===== src/rtl/linear_layer_fifo_pkg.sv =====
// Shared constants and helpers for the Linear_Layer dataflow FIFOs.
package linear_layer_fifo_pkg;

  // Default SRL depth for inter-process streams.
  localparam int FIFO_DEFAULT_DEPTH = 13;

  // Width of a start-token channel between dataflow processes.
  localparam int START_W = 1;

  // Ceiling log2, usable in constant expressions (returns 0 for value <= 1).
  function automatic int clog2(input int value);
    int r;
    r = 0;
    for (int i = 0; i < 31; i++) begin
      if ((1 << i) < value) r = i + 1;
    end
    return r;
  endfunction

endpackage


===== src/rtl/srl_fifo_fwft_shiftreg.sv =====
// Un-reset shift-register storage; new words enter at index 0, read is combinational.
module srl_fifo_fwft_shiftreg
  import linear_layer_fifo_pkg::*;
#(
  parameter int DATA_WIDTH = 32,
  parameter int ADDR_WIDTH = 4,
  parameter int DEPTH      = FIFO_DEFAULT_DEPTH
) (
  input  logic                  clk,
  input  logic                  we,
  input  logic [ADDR_WIDTH-1:0] addr,
  input  logic [DATA_WIDTH-1:0] din,
  output logic [DATA_WIDTH-1:0] dout
);

  logic [DATA_WIDTH-1:0] sr [DEPTH];

  // Shift every entry up one slot on write; no reset so this maps onto SRL primitives.
  always_ff @(posedge clk) begin
    if (we) begin
      sr[0] <= din;
      for (int i = 1; i < DEPTH; i++) begin
        sr[i] <= sr[i-1];
      end
    end
  end

  // The controller only reads addresses below the current occupancy.
  assign dout = sr[addr];

endmodule


===== src/rtl/srl_fifo_fwft.sv =====
// First-word-fall-through FIFO: SRL storage plus one registered head word.
// Capacity is DEPTH+1; the head register is refilled whenever it is empty or being popped.
module srl_fifo_fwft
  import linear_layer_fifo_pkg::*;
#(
  parameter int DATA_WIDTH = 32,
  parameter int ADDR_WIDTH = 4,
  parameter int DEPTH      = FIFO_DEFAULT_DEPTH,
  parameter int AF_THRESH  = 11
) (
  input  logic                  clk,
  input  logic                  reset,
  input  logic                  if_write,
  input  logic                  if_write_ce,
  input  logic [DATA_WIDTH-1:0] if_din,
  output logic                  if_full_n,
  input  logic                  if_read,
  input  logic                  if_read_ce,
  output logic [DATA_WIDTH-1:0] if_dout,
  output logic                  if_empty_n,
  output logic [ADDR_WIDTH:0]   count,
  output logic                  almost_full,
  output logic                  err_ovf
);

  localparam int CW = ADDR_WIDTH + 1;
  localparam logic [CW-1:0] DEPTH_C = CW'(DEPTH);
  localparam logic [CW-1:0] AF_C    = CW'(AF_THRESH);

  logic [CW-1:0]         m_p0;      // SRL occupancy
  logic                  vld_p1;    // head register holds a word
  logic [DATA_WIDTH-1:0] dout_p1;   // head register
  logic                  err_q;

  logic                  push;
  logic                  pop;
  logic                  load;
  logic                  ovf_attempt;
  logic [ADDR_WIDTH-1:0] rd_addr;
  logic [DATA_WIDTH-1:0] srl_dout;

  // Occupancy update; simultaneous push and load leave it unchanged.
  function automatic logic [CW-1:0] next_occ(input logic [CW-1:0] cur,
                                             input logic inc,
                                             input logic dec);
    logic [CW-1:0] r;
    r = cur;
    if (inc && !dec)      r = cur + 1'b1;
    else if (dec && !inc) r = cur - 1'b1;
    return r;
  endfunction

  // ---- stage p0: write side into the SRL ----
  assign if_full_n   = (m_p0 != DEPTH_C);
  assign push        = if_write & if_write_ce & if_full_n;
  assign ovf_attempt = if_write & if_write_ce & ~if_full_n;

  // Oldest word sits at index m-1; only meaningful while m > 0.
  assign rd_addr = ADDR_WIDTH'(m_p0 - 1'b1);

  srl_fifo_fwft_shiftreg #(
    .DATA_WIDTH (DATA_WIDTH),
    .ADDR_WIDTH (ADDR_WIDTH),
    .DEPTH      (DEPTH)
  ) u_srl (
    .clk  (clk),
    .we   (push & ~reset),
    .addr (rd_addr),
    .din  (if_din),
    .dout (srl_dout)
  );

  // ---- stage p1: head register (first-word-fall-through) ----
  assign pop  = if_read & if_read_ce & vld_p1;
  assign load = (m_p0 != '0) & (~vld_p1 | pop);

  // Control state: occupancy, head-valid flag and sticky overflow.
  always_ff @(posedge clk) begin
    if (reset) begin
      m_p0   <= '0;
      vld_p1 <= 1'b0;
      err_q  <= 1'b0;
    end else begin
      m_p0 <= next_occ(m_p0, push, load);
      if (load)      vld_p1 <= 1'b1;
      else if (pop)  vld_p1 <= 1'b0;
      if (ovf_attempt) err_q <= 1'b1;
    end
  end

  // Head data changes only on load or reset so if_dout never glitches on input X.
  always_ff @(posedge clk) begin
    if (reset) begin
      dout_p1 <= '0;
    end else if (load) begin
      dout_p1 <= srl_dout;
    end
  end

  // ---- outputs: decoded from registered state only ----
  assign if_dout     = dout_p1;
  assign if_empty_n  = vld_p1;
  assign count       = m_p0 + CW'(vld_p1);
  assign almost_full = (count >= AF_C);
  assign err_ovf     = err_q;

endmodule


===== config.mk =====
export PLATFORM = sky130hd
export DESIGN_NAME = srl_fifo_fwft
export DESIGN_NICKNAME = d
export VERILOG_FILES = /design/src/rtl/linear_layer_fifo_pkg.sv /design/src/rtl/srl_fifo_fwft_shiftreg.sv /design/src/rtl/srl_fifo_fwft.sv
export SDC_FILE = /design/constraint.sdc
export NUM_CORES = 1
export LEC_CHECK = 0
export BUFFER_PORTS_ARGS = -buffer_cell sky130_fd_sc_hd__buf_4
export CAP_MARGIN = 20
export CORE_MARGIN = 1
export CORE_UTILIZATION = 40
export DETAILED_ROUTE_END_ITERATION = 10
export PLACE_DENSITY = 0.63
export SLEW_MARGIN = 20
export SYNTH_ARGS = -nofsm -noshare
export SYNTH_HDL_FRONTEND = slang
export SYNTH_SLANG_ARGS = --single-unit

===== constraint.sdc =====
create_clock -name clk -period 42.5 [get_ports clk]
set_clock_uncertainty 0.15 [all_clocks]
set_input_delay 8.5 -clock clk [delete_from_list [all_inputs] [get_ports clk]]
set_output_delay 8.5 -clock clk [all_outputs]
set_load 0.01 [all_outputs]

## Yosys cells after proc, flatten, opt, wreduce, memory -nomap -nowiden

Memory sizes are Yosys's and may differ from the RTL's. A register that Yosys moved wholly into a read port is not among the register bits.
Index checks and enable logic that the tools add are counted.
W data, S select, Z words.

- Logic and storage cells: 33
- Memories: 1
- Memory bits (writable): 416
- Bits in registers: 7
- Output and inout port bits: 41

Memories:

| memory | words | bits a word | rd ports | clocked after Yosys merged registers in | write ports | line | source |
|---|---|---|---|---|---|---|---|
| u_srl.sr | 13 | 32 | 13 | 1 | 13 | srl_fifo_fwft_shiftreg.sv:16 | `logic [DATA_WIDTH-1:0] sr [DEPTH];` |

- Bitwise operators: 11
- Equality and inequality tests: 1
- Magnitude comparators: 1
- Reduce and logical (&&, ||, !) cells: 7
- Add/sub/neg operators: 3
- Muxes and demuxes: 6

Operators with widths:

| operator | number |
|---|---|
| $mux W5 | 2 |
| $and A1 B1 Y1 | 7 |
| $add A5 B1 Y5 | 1 |
| $add A5 B1 Y5 const B | 1 |
| $ge A5 B4 Y1 const B | 1 |
| $ne A5 B4 Y1 const B | 1 |
| $reduce_bool A5 Y1 | 1 |
| $sub A5 B1 Y5 const B | 1 |
| $mux W1 | 4 |
| $reduce_bool A2 Y1 | 2 |
| $not A1 Y1 | 3 |
| $logic_and A1 B1 Y1 | 2 |
| $logic_not A1 Y1 | 2 |
| $or A1 B1 Y1 | 1 |

## Depth between registers and ports, before layout

- Depth after elaboration: 7
- Gate-level depth with buffers: 15

## Hierarchy

Synthesis repeated with hierarchy kept, for this count alone.

- Cells, all modules: 849
- Area total of the unflattened synthesis: 17699.5 um2

Modules (own cells, without submodules):

| module | seq. area each (um2) | instances | area an instance (um2) | cells an instance |
|---|---|---|---|---|
| srl_fifo_fwft_shiftreg | 12492.0 | 1 | 15730.1 | 649 |
| srl_fifo_fwft | 780.7 | 1 | 1969.4 | 200 |

## Least setup slack after synthesis

OpenSTA, ideal clock, no wires.

- Path type: input to register
- Start: input if_write
- End: memory u_srl.sr[0][0], enable pin
- Setup slack: 14.198 ns
- Library setup time: 1.253 ns
- Stages on the path: 2
- Arrival time: 26.899 ns
- Cells stage by stage: and3_1 > nor2b_1

RTL lines:

| item | line | source |
|---|---|---|
| start, declared | srl_fifo_fwft.sv:13 | `input logic if_write,` |
| end, declared | srl_fifo_fwft_shiftreg.sv:16 |  |

==> results.py <==
metrics = {
    "worst_hold_path": {
        "min_path_cells": 0,
        "min_to": "u_srl.sr[5][24]$_DFFE_PP_",
        "hold_path.startpoint": "u_srl.sr[4][24]$_DFFE_PP_",
        "min_path_type": "reg2reg",
    },
    "sta": {
        "hold_violations": 0,
        "slew_viol_final": 0,
        "setup_tns_ns": 0,
        "post-route-period-util": 0.268,
        "slew_headroom": 0.321,
        "fmax_ghz": 0.0878,
        "hold_ws_ns": 0.280,
        "setup_viol": 0,
        "tightest_slew_ns": 1.02,
        "min_period_ns": 11.39,
        "layout_setup_ws_ns": 31.11,
        "rsz0062_at_grt": "no",
    },
    "global_routing": {
        "grt_pass1_vias": 8719,
        "grt_use_total": 0.150,
        "antenna_found_initial": 0,
        "grt_pass1_wl_um": 51800,
        "overflow": 0,
        "grt_start_max_net_pins": 214,
    },
    "clocking": {
        "clockBufferDepth": 3,
        "postCtsHoldBufs": 0,
        "htreeDepth": 2,
        "postCtsSetupRepairBufs": 0,
        "cts_resized": 0,
        "clkTransAtPathRegs_ns": 0.06,
        "cts_tree": "yes",
        "cts_buffers": 45,
        "cts-root-buf": "clkbuf_16",
        "clk_latency_ns": 0.54,
        "cts_sinks": 455,
    },
    "placed_design": {
        "port-buffer-count": 78,
        "globalplace.congestion": 0.690,
        "place_worst_setup_slack_ns": 30.19,
        "dp_hpwl_um": 17400,
    },
    "critical_path": {
        "path_max_fanout": 94,
        "crit_type": "in2reg",
        "r2r_slack_ns": 37.98,
        "startpoint_type": "input port",
        "rr_startpoint": "m_p0[1]$_SDFFE_PP0P_",
        "critPathCaptureType": "flop",
        "r2r-end": "u_srl.sr[10][30]$_DFFE_PP_",
        "required_ns": 42.50,
        "reg2reg_depth": 7,
        "critical_path_arrival_ns": 11.39,
    },
    "synthesis": {
        "synthFlopType": "edfxtp_1",
        "ys_top_cells_by_area": "edfxtp_1 (71%), mux4_2 (12%), dfxtp_1 (4.4%)",
        "synth_warnings": 0,
        "yosysTopAreaCell": "edfxtp_1",
        "ys_ff_latch": 455,
        "syn_inst": 863,
        "ys_seq_area_frac": 0.751,
        "synth.net_count": 907,
        "avgSynthCellArea_sq_um": 20.5,
        "async_flop_share": 0,
        "syn-cell-area_sq_mm": 0.0177,
        "synth_top_area_frac": 0.707,
        "synth_cell_types": 39,
        "synth_edf_count": 416,
    },
    "finish": {
        "drive_gt1_frac": 0.294,
        "fin_util": 0.467,
        "regArea_sq_mm": 0.0133,
        "final_net_count": 983,
        "multi_input_area_sq_mm": 0.00412,
        "antennaDiodeCount": 0,
        "area_growth_pct": 14.5,
        "n_fill_cell": 3579,
    },
    "run_status": {
        "status": "finished, final reports clean",
    },
    "floorplanning": {
        "rows": 76,
        "start_util": 0.408,
        "ios": 79,
        "fp.dieH_um": 212,
        "die_w_um": 212,
        "core_area_sq_mm": 0.0433,
        "die_area_sq_mm": 0.0450,
    },
    "drt": {
        "drc": 0,
        "viasPerCell": 5.49,
        "wl_per_cell_um": 21.0,
        "totalWireLength_um": 32600,
        "ant_nets": 0,
        "vias": 8549,
        "detail_route.first_pass.iterations": 7,
        "drtIter0Drc": 776,
    },
    "flow_run": {
        "maxCapViolCount": 0,
    },
    "power": {
        "p_leak_nw": 6.34,
        "ir_drop_uv": 47.7,
        "powerDensity_mw_per_mm2": 62.3,
    },
}
per-layer routing:
| metal | track usage | wire length (um) | share of wire |
|---|---|---|---|
| met2 | 0.228 | 15400 | 0.47 |
| met3 | 0.0267 | 1510 | 0.046 |
| met4 | 0.0520 | 810 | 0.025 |
| met1 | 0.217 | 14900 | 0.46 |
| met5 | 0 | 0 | 0 |
worst max-delay path by stage:
stage	slack, ns	endpoint	startpoint	cells past startpoint
floorplan	14.20	u_srl.sr[0][0]$_DFFE_PP_	if_write	2
global placement	30.30	u_srl.sr[0][28]$_DFFE_PP_	if_write	5
detailed placement	30.19	u_srl.sr[0][30]$_DFFE_PP_	if_write	5
CTS	30.80	u_srl.sr[1][30]$_DFFE_PP_	if_write	5
global route	30.88	u_srl.sr[12][1]$_DFFE_PP_	if_write	5
finish	31.11	u_srl.sr[10][30]$_DFFE_PP_	if_write	5
critical path: stages:
cell	delay, ns
buf_4	0.08
and3_1	0.24
nor2b_4	0.87
buf_6	0.74
buf_4	0.84
report_power, final:
| group | switching [W] | total [W] | internal, W |
|---|---|---|---|
| Clock | 0.000159 | 0.000370 | 0.000211 |
| Combinational | 0.000198 | 0.000354 | 0.000157 |
| Sequential | 0.0000225 | 0.000536 | 0.000513 |
| Total | 0.000379 | 0.00126 | 0.000881 |
synthesized netlist by cell type (2+ instances only):
library cell and instances:
edfxtp_1 416, mux4_2 96, dfxtp_1 39, a31oi_1 33
clkbuf_1 33, o21ai_0 33, a41oi_1 32, nor3b_1 32
o21bai_1 32, a22oi_2 30, buf_2 16, nor2_1 8
a21oi_1 6, buf_4 6, ha_1 6, buf_6 5
inv_1 4, xnor2_1 4, nand2_1 3, nor2b_1 3
xor2_1 3, a21o_1 2, a22oi_1 2, a32o_1 2
nand3_1 2, nand4_1 2
per-stage QoR:
stage          cell area (sq um)  power, W  cells
5_1_grt                    20200   0.00132   1557
3_3_place_gp               18800  0.000902   1476
6_report                   20200   0.00126   1557
3_5_place_dp               18800  0.000908   1476
2_1_floorplan              17700  0.000808    863
4_1_cts                    20200   0.00128   1556
registers in the layout, summed over array words and instances (netlist names):
register	cells
m_p0	5
u_srl.sr	416
if_empty_n	1
err_ovf	1
if_dout	32
area by class of cell:
class / count / area share
clock buffers: 64 / 0.0622
clock inverters: 16 / 0.00489
inverters: 5 / 0.000928
multi-input cells: 342 / 0.204
flip-flops and latches: 455 / 0.657
well taps: 585 / 0.0362
repair buffers: 90 / 0.0352
logic make-up after synthesis:
kind of cell    share of synthesized area
xor+xnor                          0.00347
buf+inv                            0.0186
compound gates                     0.0777
fa+ha+maj                         0.00425
mux                                 0.123
flops                               0.751
simple gates                       0.0216
cell usage in the layout, fill, tap and decap left out, drive strengths merged:
| cell | netlist | routed |
|---|---|---|
| nor2 | 8 | 8 |
| inv | 5 | 5 |
| nor4b | 1 | 1 |
| a22oi | 32 | 32 |
| mux4 | 96 | 96 |
| nor2b | 3 | 3 |
| or4b | 1 | 1 |
| buf | 28 | 90 |
| clkbuf | 33 | 64 |
| o21bai | 32 | 32 |
| a32o | 2 | 2 |
| a41oi | 32 | 32 |
| or4 | 1 | 1 |
| ha | 6 | 6 |
| xor2 | 3 | 3 |
| o21ai | 34 | 34 |
| and3 | 1 | 1 |
| a21o | 2 | 2 |
| xnor2 | 4 | 4 |
| dfxtp | 39 | 39 |
| nand4b | 1 | 1 |
| nand2 | 3 | 3 |
| nor3b | 32 | 32 |
| mux2i | 1 | 1 |
| nand4 | 2 | 2 |
| clkinv | 0 | 13 |
| a31oi | 33 | 33 |
| or3 | 2 | 2 |
| a21boi | 1 | 1 |
| a21oi | 7 | 7 |
| edfxtp | 416 | 416 |
| nand3 | 2 | 2 |
| clkinvlp | 0 | 2 |
| bufinv | 0 | 1 |
Power figures use the tool's default switching activity.
